$ cat src/rtl/alu_pkg.sv
// Shared ALU opcodes, RV decode constants, issue FSM states and decode payload for alu_issue_ctrl.
package alu_pkg;

    localparam logic [3:0] ALU_AND  = 4'b0000;
    localparam logic [3:0] ALU_OR   = 4'b0001;
    localparam logic [3:0] ALU_ADD  = 4'b0010;
    localparam logic [3:0] ALU_SUB  = 4'b0011;
    localparam logic [3:0] ALU_IDLE = 4'b1111;

    localparam logic [6:0] OPC_OP     = 7'b0110011;
    localparam logic [6:0] OPC_OP_IMM = 7'b0010011;
    localparam logic [6:0] OPC_BRANCH = 7'b1100011;

    localparam logic [2:0] F3_ADD = 3'b000;
    localparam logic [2:0] F3_AND = 3'b111;
    localparam logic [2:0] F3_OR  = 3'b110;
    localparam logic [2:0] F3_BEQ = 3'b000;

    localparam logic [6:0] F7_BASE = 7'b0000000;
    localparam logic [6:0] F7_SUB  = 7'b0100000;

    localparam int unsigned IMM_W = 12;

    typedef enum logic [1:0] {
        IDLE = 2'd0,
        EXEC = 2'd1,
        RESP = 2'd2
    } state_e;

    typedef struct packed {
        logic [3:0]       alu_code;
        logic             use_imm;
        logic [IMM_W-1:0] imm;
        logic             illegal;
    } dec_t;

endpackage

$ cat src/rtl/alu_issue_decode.sv
// Combinational instruction decode: instr -> {alu_code, use_imm, imm, illegal}.
module alu_issue_decode
    import alu_pkg::*;
(
    input  logic [31:0] instr_i,
    output dec_t        dec_o
);

    logic [6:0] opcode;
    logic [2:0] funct3;
    logic [6:0] funct7;
    logic       unused_bits;

    assign opcode      = instr_i[6:0];
    assign funct3      = instr_i[14:12];
    assign funct7      = instr_i[31:25];
    assign unused_bits = ^{instr_i[19:15], instr_i[11:7]};

    always_comb begin
        dec_o          = '0;
        dec_o.alu_code = ALU_IDLE;
        dec_o.imm      = instr_i[31:20];
        dec_o.illegal  = 1'b1;
        case (opcode)
            OPC_OP: begin
                if (funct7 == F7_BASE) begin
                    case (funct3)
                        F3_ADD:  begin dec_o.alu_code = ALU_ADD; dec_o.illegal = 1'b0; end
                        F3_AND:  begin dec_o.alu_code = ALU_AND; dec_o.illegal = 1'b0; end
                        F3_OR:   begin dec_o.alu_code = ALU_OR;  dec_o.illegal = 1'b0; end
                        default: ;
                    endcase
                end else if (funct7 == F7_SUB && funct3 == F3_ADD) begin
                    dec_o.alu_code = ALU_SUB;
                    dec_o.illegal  = 1'b0;
                end
            end
            OPC_OP_IMM: begin
                dec_o.use_imm = 1'b1;
                case (funct3)
                    F3_ADD:  begin dec_o.alu_code = ALU_ADD; dec_o.illegal = 1'b0; end
                    F3_AND:  begin dec_o.alu_code = ALU_AND; dec_o.illegal = 1'b0; end
                    F3_OR:   begin dec_o.alu_code = ALU_OR;  dec_o.illegal = 1'b0; end
                    default: dec_o.use_imm = 1'b0;
                endcase
            end
            OPC_BRANCH: begin
                // BEQ compares via subtraction; zero flag means taken
                if (funct3 == F3_BEQ) begin
                    dec_o.alu_code = ALU_SUB;
                    dec_o.illegal  = 1'b0;
                end
            end
            default: ;
        endcase
    end

endmodule

$ cat src/rtl/alu_issue_ctrl.sv
// ALU issue controller: request accept, one-cycle ALU drive, registered response.
// Optional ALU_OVF_TRAP_EN adds the rsp_overflow output.
module alu_issue_ctrl
    import alu_pkg::*;
#(
    parameter int unsigned XLEN  = 64,
    parameter int unsigned CNT_W = 32
) (
    input  logic             clk,
    input  logic             rst_n,
    input  logic             req_valid,
    output logic             req_ready,
    input  logic [31:0]      req_instr,
    input  logic [XLEN-1:0]  req_rs1,
    input  logic [XLEN-1:0]  req_rs2,
    output logic [3:0]       alu_code,
    output logic [XLEN-1:0]  alu_src1,
    output logic [XLEN-1:0]  alu_src2,
    input  logic [XLEN-1:0]  alu_result,
    input  logic             alu_zero,
    input  logic             alu_overflow,
    output logic             rsp_valid,
    input  logic             rsp_ready,
    output logic [XLEN-1:0]  rsp_result,
    output logic             rsp_zero,
    output logic             rsp_illegal,
`ifdef ALU_OVF_TRAP_EN
    output logic             rsp_overflow,
`endif
    output logic [CNT_W-1:0] op_count
);

    state_e            state_q, state_d;
    logic              ready_q, ready_d;
    logic              rsp_valid_q, rsp_valid_d;
    logic [3:0]        code_q, code_d;
    logic [XLEN-1:0]   src1_q, src1_d;
    logic [XLEN-1:0]   src2_q, src2_d;
    logic              illegal_q, illegal_d;
    logic              ovf_en_q, ovf_en_d;
    logic [XLEN-1:0]   result_q, result_d;
    logic              zero_q, zero_d;
    logic              rsp_ill_q, rsp_ill_d;
    logic              rsp_ovf_q, rsp_ovf_d;
    logic [CNT_W-1:0]  cnt_q, cnt_d;
    dec_t              dec;
    logic [XLEN-1:0]   imm_sext;

    alu_issue_decode u_decode (
        .instr_i (req_instr),
        .dec_o   (dec)
    );

    assign imm_sext = {{(XLEN-IMM_W){dec.imm[IMM_W-1]}}, dec.imm};

    always_comb begin
        state_d   = state_q;
        code_d    = code_q;
        src1_d    = src1_q;
        src2_d    = src2_q;
        illegal_d = illegal_q;
        ovf_en_d  = ovf_en_q;
        result_d  = result_q;
        zero_d    = zero_q;
        rsp_ill_d = rsp_ill_q;
        rsp_ovf_d = rsp_ovf_q;
        cnt_d     = cnt_q;
        case (state_q)
            IDLE: begin
                if (req_valid && ready_q) begin
                    state_d   = EXEC;
                    code_d    = dec.alu_code;
                    src1_d    = req_rs1;
                    src2_d    = dec.use_imm ? imm_sext : req_rs2;
                    illegal_d = dec.illegal;
                    // overflow is meaningful only for arithmetic ops, not BEQ compares
                    ovf_en_d  = (dec.alu_code == ALU_ADD || dec.alu_code == ALU_SUB) &&
                                (req_instr[6:0] != OPC_BRANCH);
                end
            end
            EXEC: begin
                state_d   = RESP;
                code_d    = ALU_IDLE;
                result_d  = illegal_q ? '0 : alu_result;
                zero_d    = !illegal_q && alu_zero;
                rsp_ill_d = illegal_q;
                rsp_ovf_d = ovf_en_q && alu_overflow;
            end
            RESP: begin
                if (rsp_ready) begin
                    state_d = IDLE;
                    cnt_d   = cnt_q + CNT_W'(1);
                end
            end
            default: state_d = IDLE;
        endcase
        ready_d     = (state_d == IDLE);
        rsp_valid_d = (state_d == RESP);
    end

    always_ff @(posedge clk or negedge rst_n) begin
        if (!rst_n) begin
            state_q     <= IDLE;
            ready_q     <= 1'b1;
            rsp_valid_q <= 1'b0;
            code_q      <= ALU_IDLE;
            src1_q      <= '0;
            src2_q      <= '0;
            illegal_q   <= 1'b0;
            ovf_en_q    <= 1'b0;
            result_q    <= '0;
            zero_q      <= 1'b0;
            rsp_ill_q   <= 1'b0;
            rsp_ovf_q   <= 1'b0;
            cnt_q       <= '0;
        end else begin
            state_q     <= state_d;
            ready_q     <= ready_d;
            rsp_valid_q <= rsp_valid_d;
            code_q      <= code_d;
            src1_q      <= src1_d;
            src2_q      <= src2_d;
            illegal_q   <= illegal_d;
            ovf_en_q    <= ovf_en_d;
            result_q    <= result_d;
            zero_q      <= zero_d;
            rsp_ill_q   <= rsp_ill_d;
            rsp_ovf_q   <= rsp_ovf_d;
            cnt_q       <= cnt_d;
        end
    end

    assign req_ready   = ready_q;
    assign rsp_valid   = rsp_valid_q;
    assign alu_code    = code_q;
    assign alu_src1    = src1_q;
    assign alu_src2    = src2_q;
    assign rsp_result  = result_q;
    assign rsp_zero    = zero_q;
    assign rsp_illegal = rsp_ill_q;
    assign op_count    = cnt_q;

`ifdef ALU_OVF_TRAP_EN
    assign rsp_overflow = rsp_ovf_q;
`else
    logic unused_ovf;
    assign unused_ovf = ^{alu_overflow, rsp_ovf_q};
`endif

endmodule
$ cat config.mk
export PLATFORM = sky130hd
export DESIGN_NAME = alu_issue_ctrl
export DESIGN_NICKNAME = d
export VERILOG_FILES = /design/src/rtl/alu_pkg.sv /design/src/rtl/alu_issue_decode.sv /design/src/rtl/alu_issue_ctrl.sv
export SDC_FILE = /design/constraint.sdc
export NUM_CORES = 1
export LEC_CHECK = 0
export ABC_AREA = 1
export CELL_PAD_IN_SITES_DETAIL_PLACEMENT = 1
export CELL_PAD_IN_SITES_GLOBAL_PLACEMENT = 1
export CORE_MARGIN = 5
export CORE_UTILIZATION = 32
export DETAILED_ROUTE_END_ITERATION = 10
export PLACE_DENSITY = 0.88
export SYNTH_ARGS = -nofsm -noshare
export SYNTH_HDL_FRONTEND = slang
export SYNTH_SLANG_ARGS = --single-unit
$ cat constraint.sdc
create_clock -name clk -period 2.9 [get_ports clk]
set_clock_uncertainty 0.1 [all_clocks]
set_input_delay 0.58 -clock clk [delete_from_list [all_inputs] [get_ports clk]]
set_output_delay 0.58 -clock clk [all_outputs]
set_load 0.02 [all_outputs]
==> run metrics <==
Period minus WS final=around 2.5 ns; Unique masters post-synth=27; cts bufs inserted=27; antenna viol nets, final=0; Flop pwr share=roughly a third; Core Area=29720 um2; Worst-Margin Slew=about 0.75 ns; CTS sink count=234; Vias=between 9000 and 10000; Die ar.=about 34000 um2; post-detail-place hpwl=between 20000 and 30000 um; Crit-path slowest cell=clkdlybuf4s50_1; NetSw=about 0.0064 W; Int Pwr=0.01001 W; min-delay worst type=reg -> reg; WL final=39490 um; nets=between 1500 and 2000; Area growth syn-to-layout=60.02%; number of global-route vias before repair=10210; cell taking the most area after synthesis=dfrtp_1; final setup margin=between 0.4 and 0.5 ns; count leader, synth=nand2_1; htree depth=1; Die H=183.5 um; max-cap viol count=0; PortBufs=450; DP Area=approximately 15000 um2; GPL Wtd Cong=between 0.8 and 0.9; Comb power frac=between 40% and 50%; critical path's top delay family=buffers and inverters; Setup WS pre-CTS=~0.28 ns; Fmax achieved=around 400 MHz; cells after synthesis=1013; synth cell count leaders=nand2_1, dfrtp_1, nor2_1; Ys Warns=0; Required @ worst endpoint=between 2 and 2.5 ns; die span in x=between 150 and 200 um; DR vias/cell=about 5; CTS tree=yes; clock share of power=20.3%; register bit total from synthesis=234; syn nets=roughly 1200; Hold Vio Cnt, Final=0; worst endpoint data arrival time=approximately 1.8 ns; largest net degree at the start of global routing=71; Switching Share=38.88%; hold slack final=0.3764 ns; VDD IR-drop max=~0.55 mV; CP endpoint kind=primary output; Leakage=just under 7 nW; row count=between 60 and 70; Initial DRT Pass Iterations=4; final worst-path cycle share=between 80% and 90%; register area share after synthesis=about three fifths; DRC=0; max_slew headroom=between 40% and 50%; Buf/Inv on CP=1; gr ovfl total=0; unrepaired setup endpoints after global routing=no; first-pass GRT wire length=about 60000 um; CP max FO=3; worst-path cell chain=clkdlybuf4s50_1; largest cells by area after synthesis=dfrtp_1, nand2_1, a22o_1; setup_tns=0 ns; Tot GR Track Use=a little under a quarter; Clock transition at path regs=around 0.060 ns; final slew viol count=0; Final Cell Area=15420 um2; clk_lat worst skew=0.54 ns; Post-synth EDFFs=0; crit path kind=reg -> out; Synth top area share=between 50% and 60%; layout cells sized above 1=between 5 and 6%; mean post-synth cell area=about 9.5 um2; CP peak stage delay=about 0.70 ns; synthesized area=9637 um2; CTS root buffer=clkbuf_16; routed len/inst=21.17 um; Setup crit start kind=flop; Power Dens Cells=about 1100 nW/um2; IO Pins=roughly 460; antenna violations before repair=3; Main synth FF type=dfrtp_1; Initial DRC Count=about 400; # setup viols final=0; Async SR Flop Fraction=100.0%; Bufs on Longest Clock Path=3; run status=completed; Initial Util=between 30% and 40%
==> final timing paths <==
path / from / endpoint / slack [ns] / cells after the start
max: alu_code[2]$_DFFE_PN1P_ / alu_code[2] / 0.41 / 1
min: alu_src1[60]$_DFFE_PN0P_ / alu_src1[60]$_DFFE_PN0P_ / 0.38 / 2
max reg2reg: req_ready$_DFF_PN1_ / alu_src2[38]$_DFFE_PN0P_ / 1.01 / 7
min reg2reg: alu_src1[60]$_DFFE_PN0P_ / alu_src1[60]$_DFFE_PN0P_ / 0.38 / 2
max in group asynchronous: rst_n / alu_code[1]$_DFFE_PN1P_ / 1.39 / 3
min in group asynchronous: rst_n / rsp_result[55]$_DFFE_PN0P_ / 0.50 / 2
==> per-layer routing <==
layer  share of wire, %  up-vias  wire length (um)  GRT usage, %
met3                6.7       88              2635         5.164
met2                 52      331             20410         41.15
met1                 38     4585             14840         26.04
met5                  0        -                 0             0
met4                4.0        0              1592         7.956
li1                   -     4178                 -             -
==> area by class of cell <==
type / instances / area [um2]
clock buffer: 44 / 829.5
clock inverter: 6 / 36.28
multi-input combinational: 684 / 3348
sequential: 234 / 5861
timing repair buffer: 465 / 4700
antenna: 3 / 7.507
tap: 390 / 488.0
inverter: 39 / 151.4
fill: 3318 / 14300
==> stage by stage <==
| stage | utilization [%] | total power (W) | instances |
|---|---|---|---|
| 2_1_floorplan | - | 0.008993 | 1013 |
| 3_3_place_gp | 48.92 | 0.01273 | 1811 |
| 3_5_place_dp | 48.92 | 0.01310 | 1811 |
| 4_1_cts | 51.87 | 0.01658 | 1862 |
| 5_1_grt | 51.89 | 0.01725 | 1865 |
| 6_report | 51.89 | 0.01637 | 1865 |
==> cells in the final DEF, fill, tap and decap left out, drive strengths merged, types with 4 or more instances in the layout <==
| cell type | synthesis | routed |
|---|---|---|
| xnor2 | 10 | 10 |
| nand4 | 10 | 10 |
| dfrtp | 230 | 230 |
| inv | 39 | 40 |
| clkbuf | 11 | 44 |
| clkdlybuf4s50 | 0 | 449 |
| a31oi | 53 | 53 |
| nor2 | 122 | 122 |
| buf | 45 | 15 |
| nand3 | 19 | 19 |
| nand2 | 352 | 352 |
| a21oi | 27 | 27 |
| dfstp | 4 | 4 |
| xor2 | 13 | 13 |
| nor3 | 4 | 4 |
| a22o | 65 | 65 |
| clkinv | 0 | 4 |
==> power by group through the flow <==
| stage | combinational (W) | sequential (W) | clock, W |
|---|---|---|---|
| after global placement | 0.00733 | 0.00540 | 0 |
| final | 0.00756 | 0.00549 | 0.00332 |
| after CTS | 0.00766 | 0.00551 | 0.00341 |
| after global routing | 0.00803 | 0.00567 | 0.00354 |
| after detailed placement | 0.00759 | 0.00551 | 0 |
| after floorplan | 0.00201 | 0.00698 | 0 |
==> cell families (layout without fill, tap and decap cells) <==
group | after synthesis | count (layout) | synth area share, %
compound gates | 148 | 148 | 10.91
xor+xnor | 23 | 23 | 2.090
fa+ha+maj | 1 | 1 | 0.1298
buf+inv | 95 | 554 | 4.570
flops | 234 | 234 | 60.82
other cells | 0 | 3 | 0
simple gates | 512 | 512 | 21.49
==> what timing repair did <==
item / 4_1_cts / 5_1_grt
setup buffers: 0 / 0
hold buffers: 1 / 0
endpoints found under the hold margin: 67 / 0
resized for setup: 0 / 0
endpoints found under the setup margin: 0 / 0
==> flip-flops by register name, indices dropped and copies added (netlist names), 2 cells and up <==
register    count
alu_src1       64
state_q         2
op_count       32
rsp_result     64
alu_code        3
alu_src2       64
==> worst reg2reg max path, stage by stage (launching register included) <==
cell,delay [ns]
dfstp_2,0.52
nand2_1,0.05
inv_1,0.09
nand2_4,0.07
inv_6,0.28
buf_12,0.31
nor2_1,0.15
a31oi_1,0.21
No activity file was read; power rests on OpenSTA's default activity.
